<file path="config.mk">
export PLATFORM = sky130hd
export DESIGN_NAME = ram_arbiter
export DESIGN_NICKNAME = d
export VERILOG_FILES = /design/src/rtl/ram_arb_pkg.sv /design/src/rtl/arb_pick.sv /design/src/rtl/ram_arbiter.sv
export SDC_FILE = /design/constraint.sdc
export NUM_CORES = 1
export LEC_CHECK = 0
export CORE_MARGIN = 4
export CORE_UTILIZATION = 35
export DETAILED_ROUTE_END_ITERATION = 8
export PLACE_DENSITY_LB_ADDON = 0.3
export SETUP_SLACK_MARGIN = 0.5
export SLEW_MARGIN = 15
export SYNTH_ARGS = -nofsm -noshare
export SYNTH_HDL_FRONTEND = slang
export SYNTH_SLANG_ARGS = --single-unit
</file>
<file path="constraint.sdc">
create_clock -name clk -period 2.2 [get_ports clk]
set_input_delay 0.44 -clock clk [delete_from_list [all_inputs] [get_ports clk]]
set_output_delay 0.44 -clock clk [all_outputs]
set_load 0.05 [all_outputs]
</file>
<file path="src/rtl/ram_arb_pkg.sv">
// Shared encodings for the RAM arbiter: FSM states and master indices.
package ram_arb_pkg;

  typedef enum logic [1:0] {
    ST_IDLE  = 2'd0,
    ST_ISSUE = 2'd1,
    ST_RESP  = 2'd2
  } state_t;

  localparam int M_FETCH = 0;
  localparam int M_LSU   = 1;

endpackage

</file>
<file path="src/rtl/arb_pick.sv">
// Two-input grant picker; the arbitration policy lives here so the FSM stays policy-agnostic.
// RAM_ARBITER_ROUND_ROBIN_EN selects round-robin, otherwise fixed priority m1 > m0.
module arb_pick
  import ram_arb_pkg::*;
(
  input  logic [1:0] eligible,
  input  logic       last,
  output logic       valid,
  output logic       pick
);

  assign valid = |eligible;

`ifdef RAM_ARBITER_ROUND_ROBIN_EN
  assign pick = (eligible == 2'b11) ? ~last : eligible[M_LSU];
`else
  // last carries no weight under fixed priority; it is masked off here
  assign pick = eligible[M_LSU] | (eligible[M_FETCH] & last & 1'b0);
`endif

endmodule

</file>
<file path="src/rtl/ram_arbiter.sv">
// Shares one single-port synchronous RAM between instruction fetch (m0) and load/store (m1).
// Define RAM_ARBITER_ROUND_ROBIN_EN for round-robin arbitration; default is fixed priority m1 > m0.
module ram_arbiter
  import ram_arb_pkg::*;
#(
  parameter int AW = 12,
  parameter int DW = 32
) (
  input  logic            clk,
  input  logic            rst,
  input  logic            m0_req,
  input  logic [AW-1:0]   m0_addr,
  output logic            m0_ack,
  output logic [DW-1:0]   m0_rdata,
  input  logic            m1_req,
  input  logic [AW-1:0]   m1_addr,
  input  logic [DW-1:0]   m1_wdata,
  input  logic [DW/8-1:0] m1_wmask,
  output logic            m1_ack,
  output logic [DW-1:0]   m1_rdata,
  output logic            ram_en,
  output logic [AW-1:0]   ram_addr,
  output logic [DW-1:0]   ram_wdata,
  output logic [DW/8-1:0] ram_wmask,
  input  logic [DW-1:0]   ram_rdata
);

  localparam int MW = DW / 8;

  state_t          state, state_n;
  logic            ram_en_n;
  logic [AW-1:0]   ram_addr_n;
  logic [DW-1:0]   ram_wdata_n;
  logic [MW-1:0]   ram_wmask_n;
  logic            cur, cur_n;
  logic [1:0]      ack, ack_n;
  logic [1:0]      req, eligible;
  logic            valid, pick;
  logic            last;

`ifdef RAM_ARBITER_ROUND_ROBIN_EN
  logic            last_n;
`else
  assign last = 1'b1;
`endif

  assign req = {m1_req, m0_req};

  // In RESP the acked master still holds req this cycle, so it is masked out
  always_comb begin
    eligible = 2'b00;
    case (state)
      ST_IDLE: eligible = req;
      ST_RESP: eligible = req & ~(2'b01 << cur);
      default: eligible = 2'b00;
    endcase
  end

  arb_pick u_pick (
    .eligible (eligible),
    .last     (last),
    .valid    (valid),
    .pick     (pick)
  );

  always_comb begin
    state_n     = state;
    ram_en_n    = 1'b0;
    ram_addr_n  = ram_addr;
    ram_wdata_n = ram_wdata;
    ram_wmask_n = ram_wmask;
    cur_n       = cur;
    ack_n       = 2'b00;
`ifdef RAM_ARBITER_ROUND_ROBIN_EN
    last_n      = last;
`endif
    case (state)
      ST_ISSUE: begin
        ram_wmask_n = '0;
        ack_n[cur]  = 1'b1;
        state_n     = ST_RESP;
      end
      default: begin
        if (valid) begin
          ram_en_n = 1'b1;
          cur_n    = pick;
          state_n  = ST_ISSUE;
`ifdef RAM_ARBITER_ROUND_ROBIN_EN
          last_n   = pick;
`endif
          if (pick) begin
            ram_addr_n  = m1_addr;
            ram_wdata_n = m1_wdata;
            ram_wmask_n = m1_wmask;
          end else begin
            ram_addr_n  = m0_addr;
            ram_wdata_n = '0;
            ram_wmask_n = '0;
          end
        end else begin
          state_n = ST_IDLE;
        end
      end
    endcase
  end

  always_ff @(posedge clk) begin
    if (rst) begin
      state     <= ST_IDLE;
      ram_en    <= 1'b0;
      ram_addr  <= '0;
      ram_wdata <= '0;
      ram_wmask <= '0;
      cur       <= 1'b0;
      ack       <= 2'b00;
`ifdef RAM_ARBITER_ROUND_ROBIN_EN
      last      <= 1'b1;
`endif
    end else begin
      state     <= state_n;
      ram_en    <= ram_en_n;
      ram_addr  <= ram_addr_n;
      ram_wdata <= ram_wdata_n;
      ram_wmask <= ram_wmask_n;
      cur       <= cur_n;
      ack       <= ack_n;
`ifdef RAM_ARBITER_ROUND_ROBIN_EN
      last      <= last_n;
`endif
    end
  end

  // RAM read data arrives in the RESP cycle, alongside the registered ack
  assign m0_ack   = ack[M_FETCH];
  assign m1_ack   = ack[M_LSU];
  assign m0_rdata = ack[M_FETCH] ? ram_rdata : '0;
  assign m1_rdata = ack[M_LSU]   ? ram_rdata : '0;

endmodule
</file>
# After elaboration in Yosys (flattened, before gate mapping)
# Index checks and enable logic that the tools add are counted.
[word_totals]
regBits = 54
inputBits = 96
out_inout_bits = 115
elab_cells = 33
[op_classes]
order_cmp = 2
n_eq_ne = 2
shift = 1
mux = 11
n_bitwise = 3
n_reduce_logical = 6
[ops]
columns = ["operator", "count"]
rows = [
  ["$mux W32", 3],
  ["$mux W12", 1],
  ["$reduce_or A2 Y1", 3],
  ["$mux W4", 1],
  ["$pmux W2 S2", 1],
  ["$mux W1", 3],
  ["$and A2 B2 Y2", 1],
  ["$eq A2 B1 Y1 const B", 1],
  ["$eq A2 B2 Y1 const B", 1],
  ["$logic_not A2 Y1", 1],
  ["$lt A1 B2 Y1 const B", 1],
  ["$mux W2", 1],
  ["$not A2 Y2", 1],
  ["$reduce_and A2 Y1", 1],
  ["$shl A1 B1 Y2 const A", 1],
  ["$demux W1 S1", 1],
  ["$ge A1 B1 Y1 const B", 1],
  ["$logic_and A1 B1 Y1", 1],
  ["$not A1 Y1", 1],
]

# Logic depth before layout (Yosys ltp)
# Gate-level depths: netlist of the first run.
[depth]
ltp_word = 7
mapped_depth = 5
ltp_nobuf = 3

# Modules after synthesis
# From an unflattened synthesis of the first run, not the netlist that was laid out.
[unflattened]
hier_cells = 238
area_unflattened_um2 = 2327.2
[modules_own_cells]
columns = ["module", "instances", "cells_each", "area_each_um2", "seq_area_each_um2"]
rows = [
  ["ram_arbiter", 1, 236, 2313.5, 1061.0],
  ["arb_pick", 1, 2, 13.8, 0.0],
]

# Worst setup path before layout of the first run
# Ideal clock, no wire load.
[synth_path]
path_kind = "register to output"
from = "register ack[0]"
to = "output m0_rdata[31]"
arrival_time_ps = 1361
required_ps = 1760
slack_ps = 399
path_stages_with_launch = 3
n_path_buf = 1
path_cell_list = "dfxtp_1 > clkbuf_1 > and2_1"
[synth_between]
elab_chain_len = 1
[synth_lines]
columns = ["item", "line_no", "rtl"]
rows = [
  ["start, declared", "ram_arbiter.sv:36", "logic [1:0] ack, ack_n;"],
  ["start signal, assigned", "ram_arbiter.sv:126", "ack <= ack_n;"],
  ["$mux W32", "ram_arbiter.sv:136", "assign m0_rdata = ack[M_FETCH] ? ram_rdata : '0;"],
  ["end, declared", "ram_arbiter.sv:14", "output logic [DW-1:0] m0_rdata,"],
]
# Every way passes these cells.

# Final worst setup path of the first run
[layout_path]
from = "input ram_rdata[11]"
to = "output m0_rdata[11]"
[layout_between]
elab_chain_len = 1
[layout_lines]
columns = ["item", "line_no", "rtl"]
rows = [
  ["start, declared", "ram_arbiter.sv:25", "input logic [DW-1:0] ram_rdata"],
  ["$mux W32", "ram_arbiter.sv:136", ""],
]
# Every way passes these cells.

==> results of run 1 <==
==> cell type report <==
type                       instances  area [um2]
timing repair buffer             220        2800
fill                             458        1440
sequential                        53        1060
tap                               96         120
clock inverter                     2        13.8
inverter                           6        22.5
clock buffer                       6        72.6
multi-input combinational        187        1410
==> cell usage in the layout, fill, tap and decap left out, types with 7 or more instances in the layout <==
master	instances
a31oi_1	12
a32o_2	28
and2_1	29
and2_2	27
and2_4	10
buf_12	69
clkbuf_2	7
clkdlybuf4s50_1	93
dfxtp_1	52
dlygate4sd2_1	36
nand2b_1	13
nand3_1	12
o21ai_0	12
o221ai_1	12
==> metrics by stage <==
stage / cell area [um2] / setup WS (ps) / hold slack [ps] / power, uW
2_1_floorplan: 2600 / 532 / 512 / 1670
3_3_place_gp: 5430 / 283 / 477 / 2160
3_5_place_dp: 5430 / 231 / 484 / 2180
5_1_grt: 5510 / 462 / 520 / 2780
4_1_cts: 5480 / 434 / 502 / 2680
6_report: 5510 / 489 / 498 / 2670
==> Yosys cell counts, drive strengths merged <==
cell / instances
nor3: 1
o21a: 5
a31oi: 12
clkbuf: 14
a32o: 32
a21oi: 1
inv: 6
o22ai: 4
nand2: 5
and3: 5
mux2: 1
dfxtp: 53
nor2b: 1
and2: 66
o221ai: 12
nand2b: 13
nor2: 1
a31o: 1
nand3: 12
and2b: 1
o21ba: 1
o21ai: 13
buf: 11
==> state kept, by name, indices dropped and copies added, names as in the netlist <==
signal     cells
state          2
ram_wmask      4
cur            1
ram_wdata     32
ram_addr      12
ack            2
==> worst paths after layout <==
path / start / endpoint / slack [ps] / cells after the start
worst min-delay path: ram_wdata[19]$_SDFFE_PP0P_ / ram_wdata[19]$_SDFFE_PP0P_ / 500 / 1
worst max-delay path: ram_rdata[11] / m0_rdata[11] / 490 / 3
worst min register to register: ram_wdata[19]$_SDFFE_PP0P_ / ram_wdata[19]$_SDFFE_PP0P_ / 500 / 1
worst max register to register: state[1]$_SDFF_PP0_ / ram_wdata[30]$_SDFFE_PP0P_ / 680 / 4
==> where the power goes <==
part / internal, uW / total (uW) / leakage [uW] / switching, uW
Sequential: 1030 / 1080 / 0.000437 / 50.5
Clock: 228 / 549 / 0.0000456 / 321
Combinational: 449 / 1040 / 0.00195 / 595
Total: 1710 / 2670 / 0.00244 / 966
==> metal layers <==
metal	global-route usage, %	wire, um	up-vias
met5	0	0	-
met2	42.6	5620	165
li1	-	-	1397
met4	5.62	197	0
met1	27.7	4190	1435
met3	7.16	972	16
==> repair_timing <==
item | CTS | global route
buffers inserted | 0 | 2
resized for setup | 58 | 28
endpoints found under the hold margin | 0 | 0
setup endpoints to repair | 103 | 71
==> cell families (layout without fill, tap and decap cells) <==
| family | Yosys count | count (layout) | synth area share [%] |
|---|---|---|---|
| and+or+nand+nor | 105 | 105 | 24.7 |
| muxes | 1 | 1 | 0.587 |
| buffers and inverters | 31 | 234 | 5.92 |
| DFF | 53 | 53 | 41.5 |
| AOI/OAI and AO/OA | 81 | 81 | 27.3 |
==> critical path: stages <==
cell	delay, ps
clkdlybuf4s50_1	480
and2_1	190
buf_12	150
==> results.cfg, run 1 <==
[status]
outcome = completed

[setup_path]
critical_path_class = in -> out
endpoint_kind = primary output
startpoint_type = primary input
worstPathArrival_ps = 1270
required_ps = 1760
cp_max_fo = 2

[global_route]
gr-usage-all-layers_pct = 23.8
grt_overflow = 0
grt_pass1_vias = 2948
antenna_found_initial = 0
grt_max_degree = 35
grt_pass1_wl_um = 16300

[clock_tree]
cts-root-buf = clkbuf_8
clkSlewWorstSetupHoldPaths_ps = 90
htreeDepth = 2
cts_hold_buf = 0
cts_tree = yes
clock_latency_ps = 310
cts.sinks = 53
clk_path_buf_depth = 2
cts_inserted_buffers = 5

[sta]
slew_headroom_pct = 64.6
worst_pin_slew_ps = 529
tns_ps = 0
maxSlewViolCount = 0
rsz0062_at_grt = true
hold_violations = 0
skew_ps = 11.5
fin_crit_sh_pct = 77.8
clock.fmax_mhz = 585
min_period_ps = 1710
finalSetupViolCount = 0

[floorplanning]
initial_core_util_pct = 36.8
core_um2 = 6940
ioPinCount = 211
row_count = 30
die_w_um = 93.5
die_area_um2 = 8740
die_h_um = 93.5

[power_and_ir_drop]
ir_drop_mv = 0.412
p_per_area_nw_per_um2 = 486
cellLeakagePower_uw = 0.00244

[final_layout]
n_antenna_cell = 0
final_util_pct = 79.3
final_nets = 569
stdcell_count = 570
layout-drive-gt1-share_pct = 34.2
areaGrowthSynthToFinish_pct = 115

[logic_synthesis]
synthDistinctLibCells = 28
synth.top_cell.area_share_pct = 41.5
syn_area_per_cell_um2 = 9.44
synth-seq-cells = 53
yosysSeqAreaShare_pct = 41.5
synth-warning-count = 0
synth_cells = 271
synth.area.top_cells = dfxtp_1 41%, and2_1 16%, a32o_2 12%
synthesis.nets = 367
synth_largest_area_cell = dfxtp_1
syn_area_um2 = 2560

[routing]
wl_per_cell_um = 19.2
dr.pass1.iters = 5
wirelength_um = 11000
ant_nets = 0
vias = 3013
drc = 0
drtIter0Drc = 120
viasPerCell = 5.29

[flow_run]
drv_cap = 0

[placement]
port_buffers = 210
dp_cells = 560
place.gp.congestion = 0.799
dp_hpwl_um = 8520

[worst_hold_path]
min_path_type = reg -> reg
Note: power is estimated with default switching activity, not from simulation.
==> inputs of run 2 (changes only) <==
--- a/config.mk
+++ b/config.mk
@@ -6,7 +6,7 @@
 export NUM_CORES = 1
 export LEC_CHECK = 0
 export CORE_MARGIN = 4
-export CORE_UTILIZATION = 35
+export CORE_UTILIZATION = 33
 export DETAILED_ROUTE_END_ITERATION = 8
 export PLACE_DENSITY_LB_ADDON = 0.3
 export SETUP_SLACK_MARGIN = 0.5
==> constraint.sdc (replaced) <==
create_clock -name clk -period 1.7 [get_ports clk]
set_input_delay 0.34 -clock clk [delete_from_list [all_inputs] [get_ports clk]]
set_output_delay 0.34 -clock clk [all_outputs]
set_load 0.05 [all_outputs]
==> run 2 against run 1 <==
Against the previous run: setup slack worse by 310 ps; clock-buffer cell count grew 1; clock skew up 9.0 ps; utilization increased by 7.4 points; final area up 17%; hold slack worse by 15 ps; sequential cell count unchanged; routed wire length is 24% higher; via count increased by 12%; critical path type is now reg -> out; largest cell class unchanged; largest power group is now combinational logic.
==> results.cfg, run 2 (synthesized netlist as in run 1, its figures left out) <==
[worst_hold_path]
min_path_type = in -> reg

[final_layout]
reg.largest.list = ram_wdata (32), ram_addr (12), ram_wmask (4)
stdcell_count = 604
largest_reg_flops = 32
areaGrowthSynthToFinish_pct = 151
layout_commonest_cell = clkdlybuf4s50_1
mostFrequentLayoutCells = 80 x clkdlybuf4s50_1, 76 x buf_12, 62 x and2_4
regMostFlops = ram_wdata
final_nets = 599
layout-drive-gt1-share_pct = 63.9

[placement]
preCtsSetupSlack_ps = -84.1
place.gp.congestion = 0.801
port_buffers = 210
dp_hpwl_um = 8740
dp_cells = 570

[floorplanning]
initial_core_util_pct = 34.5
die_w_um = 96.0
die_area_um2 = 9220
die_h_um = 96.0
row_count = 31
core_um2 = 7410
ioPinCount = 211

[routing]
drc = 0
wirelength_um = 13600
viasPerCell = 5.57
drtIter0Drc = 174
dr.pass1.iters = 5
vias = 3366
wl_per_cell_um = 22.4
ant_nets = 0

[power_and_ir_drop]
cellLeakagePower_uw = 0.00274
p_sw_uw = 1390
comb_power_share_pct = 45.1
internal_power_uw = 2520
clock_power_share_pct = 17.9
power_switching_share_pct = 35.6
power_frac_seq_pct = 37.0
ir_drop_mv = 0.641
p_per_area_nw_per_um2 = 609

[flow_run]
drv_cap = 0

[global_route]
grt_overflow = 0
antenna_found_initial = 1
grt_pass1_vias = 3315
grt_max_degree = 34
gr-usage-all-layers_pct = 25.5
grt_pass1_wl_um = 17900

[clock_tree]
htreeDepth = 2
cts.sinks = 53
cts_inserted_buffers = 5
clk_path_buf_depth = 2
cts-root-buf = clkbuf_8
clkSlewWorstSetupHoldPaths_ps = 100
cts_hold_buf = 0
clock_latency_ps = 310
cts_tree = yes

[sta]
skew_ps = 20.5
fin_crit_sh_pct = 89.4
worst_pin_slew_ps = 425
slew_headroom_pct = 71.7
rsz0062_at_grt = true
min_period_ps = 1520
tns_ps = 0
hold_violations = 0
clock.fmax_mhz = 658
maxSlewViolCount = 0
finalSetupViolCount = 0
setup_ws_ps = 180

[setup_path]
startpoint_type = flip-flop
required_ps = 1360
worstPathArrival_ps = 1180
cp_max_fo = 16
endpoint_kind = primary output
critical_path_class = reg -> out

[status]
outcome = completed
## run 2: cell types whose count changed in the layout (fill, tap and decap cells not counted), moves of 25 or more
cell | previous run | this run
and2_2 | 27 | 2
and2_1 | 29 | 2
dfxtp_1 | 52 | 7
and2_4 | 10 | 62
dfxtp_2 | 0 | 32
buf_6 | 1 | 46
## run 2: repair_timing
action	4_1_cts	5_1_grt
cloned	3	2
endpoints found under the setup margin	144	163
pin swaps	28	14
setup buffers	18	2
gates resized for setup	83	91
## run 2: power by group through the flow
stage / Clock (uW) / Sequential, uW / Combinational, uW
after global placement: 0 / 1440 / 1380
after global routing: 754 / 1460 / 1830
after detailed placement: 0 / 1450 / 1410
after CTS: 699 / 1420 / 1630
final: 701 / 1450 / 1770
after floorplan: 0 / 1730 / 482
## run 2: final cells by class
type                            instances  area, um2
Timing Repair Buffer                  250       3400
Multi-Input combinational cell        187       1640
Sequential cell                        53       1150
Fill cell                             346        980
Tap cell                               99        124
Clock buffer                            7       76.3
Inverter                                6       27.5
Clock inverter                          1       6.26
Antenna cell                            1       2.50
## run 2: final timing paths
| kind | to | slack [ps] | depth (start not counted) | start |
|---|---|---|---|---|
| worst max-delay path | m1_rdata[8] | 180 | 3 | ack[1]$_SDFF_PP0_ |
| worst min-delay path | state[0]$_SDFF_PP0_ | 480 | 3 | rst |
| worst max register to register | ram_wdata[20]$_SDFFE_PP0P_ | 210 | 6 | cur$_SDFFE_PP0P_ |
| worst min register to register | ram_wdata[9]$_SDFFE_PP0P_ | 520 | 1 | ram_wdata[9]$_SDFFE_PP0P_ |
## run 2: worst max-delay path: stages, from the launching register on
cell	delay, ps
dfxtp_4	390
buf_12	150
and2_4	180
buf_12	130
## run 2: metal layers
metal	up-vias	track usage, %	wire length, um
met5	-	0	11
met4	2	6.52	395
met3	42	7.74	1500
met2	224	47.9	7150
met1	1633	27.5	4500
li1	1465	-	-
## run 2: metrics by stage
step	total power [uW]	area [um2]	util, %	hold slack [ps]
6_report	3920	6430	86.8	483
5_1_grt	4040	6430	86.7	496
4_1_cts	3740	6080	82.1	518
3_5_place_dp	2850	5520	74.5	487
3_3_place_gp	2820	5520	74.5	479
2_1_floorplan	2210	2810	-	403
==> inputs of run 3 (changes only) <==
--- a/config.mk
+++ b/config.mk
@@ -14,3 +14,4 @@
 export SYNTH_ARGS = -nofsm -noshare
 export SYNTH_HDL_FRONTEND = slang
 export SYNTH_SLANG_ARGS = --single-unit
+export TNS_END_PERCENT = 20
==> run 3 against run 2 <==
Against the previous run: first-iteration DRC count fell by 21%; utilization is 8.0 points lower; setup slack better by 26 ps; register-to-register slack better by 120 ps; final area shrank 9.2%; largest power group unchanged.
==> results.cfg, run 3 (synthesized netlist as in run 1, its figures left out) <==
[sta]
tns_ps = 0
fin_crit_sh_pct = 87.9
slew_headroom_pct = 71.1
rsz0062_at_grt = true
min_period_ps = 1490
finalSetupViolCount = 0
setup_ws_ps = 206
maxSlewViolCount = 0
hold_violations = 0
worst_pin_slew_ps = 434
clock.fmax_mhz = 669
skew_ps = 6.29

[final_layout]
layout-drive-gt1-share_pct = 52.2
n_antenna_cell = 0
fillers = 438
final_nets = 580
mostFrequentLayoutCells = 86 x clkdlybuf4s50_1, 73 x buf_12, 64 x and2_4
stdcell_count = 584
layout_commonest_cell = clkdlybuf4s50_1
areaGrowthSynthToFinish_pct = 128
largest_reg_flops = 32
reg.largest.list = ram_wdata (32), ram_addr (12), ram_wmask (4)
regMostFlops = ram_wdata

[floorplanning]
initial_core_util_pct = 34.5
die_h_um = 96.0
ioPinCount = 211
core_um2 = 7410
die_area_um2 = 9220
die_w_um = 96.0
row_count = 31

[clock_tree]
clkSlewWorstSetupHoldPaths_ps = 90
clock_latency_ps = 290
cts_inserted_buffers = 5
cts-root-buf = clkbuf_8
clk_path_buf_depth = 2
htreeDepth = 2
cts.sinks = 53
cts_tree = yes

[placement]
preCtsSetupSlack_ps = -85.5
dp_cells = 567
dp_hpwl_um = 8530
place.gp.congestion = 0.829
port_buffers = 210

[power_and_ir_drop]
cellLeakagePower_uw = 0.00254
power_uw = 3760
ir_drop_mv = 0.637
p_per_area_nw_per_um2 = 645

[global_route]
grt_pass1_wl_um = 16300
grt_pass1_vias = 2982
antenna_found_initial = 0
grt_max_degree = 35
gr-usage-all-layers_pct = 22.7
grt_overflow = 0

[routing]
wl_per_cell_um = 19.7
drtIter0Drc = 137
ant_nets = 0
dr.pass1.iters = 5
wirelength_um = 11500
vias = 3060
viasPerCell = 5.24
drc = 0

[setup_path]
cp_num_buf_inv = 2
slowest_stage = clkdlybuf4s50_1
endpoint_kind = primary output
crit_path_cell_trace = clkdlybuf4s50_1 > and2_4 > buf_12
worstPathArrival_ps = 1150
cp_slowest_stage_delay_ps = 510
required_ps = 1360
startpoint_type = primary input
cp_max_fo = 2
crit_family = buffers and inverters
critical_path_class = in -> out

[worst_hold_path]
min_path_type = in -> reg

[status]
outcome = completed

[flow_run]
drv_cap = 0
==> run 3: cell types whose count changed in the layout (fill, tap and decap cells not counted), moves of 9 or more <==
cell      delta
dfxtp_1     +41
buf_8       -10
dfxtp_2     -31
buf_6       -42
o221ai_1     +9
buf_4       +40
o221ai_2     -9
dfxtp_4     -10
==> run 3: worst paths after layout <==
path	startpoint	end	slack, ps	cells after the start
worst min register to register	ram_wdata[1]$_SDFFE_PP0P_	ram_wdata[1]$_SDFFE_PP0P_	510	1
worst max register to register	cur$_SDFFE_PP0P_	ram_wdata[3]$_SDFFE_PP0P_	330	4
worst min-delay path	rst	state[0]$_SDFF_PP0_	380	2
worst max-delay path	ram_rdata[8]	m0_rdata[8]	210	3
==> run 3: cell type report <==
cell class	instances	area, um2	area share (%)
clock buffer	7	86.3	1.48
clock inverter	1	30.0	0.514
inverter	6	22.5	0.386
multi-input combinational	188	1600	27.4
sequential	53	1080	18.5
tap	99	124	2.12
timing repair buffer	230	2900	49.7
==> run 3: timing repair <==
action,in CTS,in global routing
gates resized for setup,13,29
endpoints found under the setup margin,143,166
pin swaps,2,1
gates cloned,0,1
hold buffers,0,0
buffers inserted,6,2
==> run 3: routing by layer <==
layer | wire length, um | global-route usage (%)
met5 | 0 | 0
met4 | 217 | 4.98
met3 | 1170 | 5.86
met2 | 6250 | 42.9
met1 | 3900 | 25.0
==> run 3: power by group <==
group	internal [uW]	total (uW)	switching (uW)
Clock	480	865	385
Combinational	680	1500	815
Sequential	1330	1400	69.7
Total	2500	3760	1270
==> run 3: metrics by stage <==
stage          utilization [%]  area (um2)  hold WS, ps
2_1_floorplan                -        2760          403
3_3_place_gp              74.2        5490          479
3_5_place_dp              74.2        5490          487
4_1_cts                   76.9        5690          508
5_1_grt                   78.8        5840          391
6_report                  78.8        5840          381
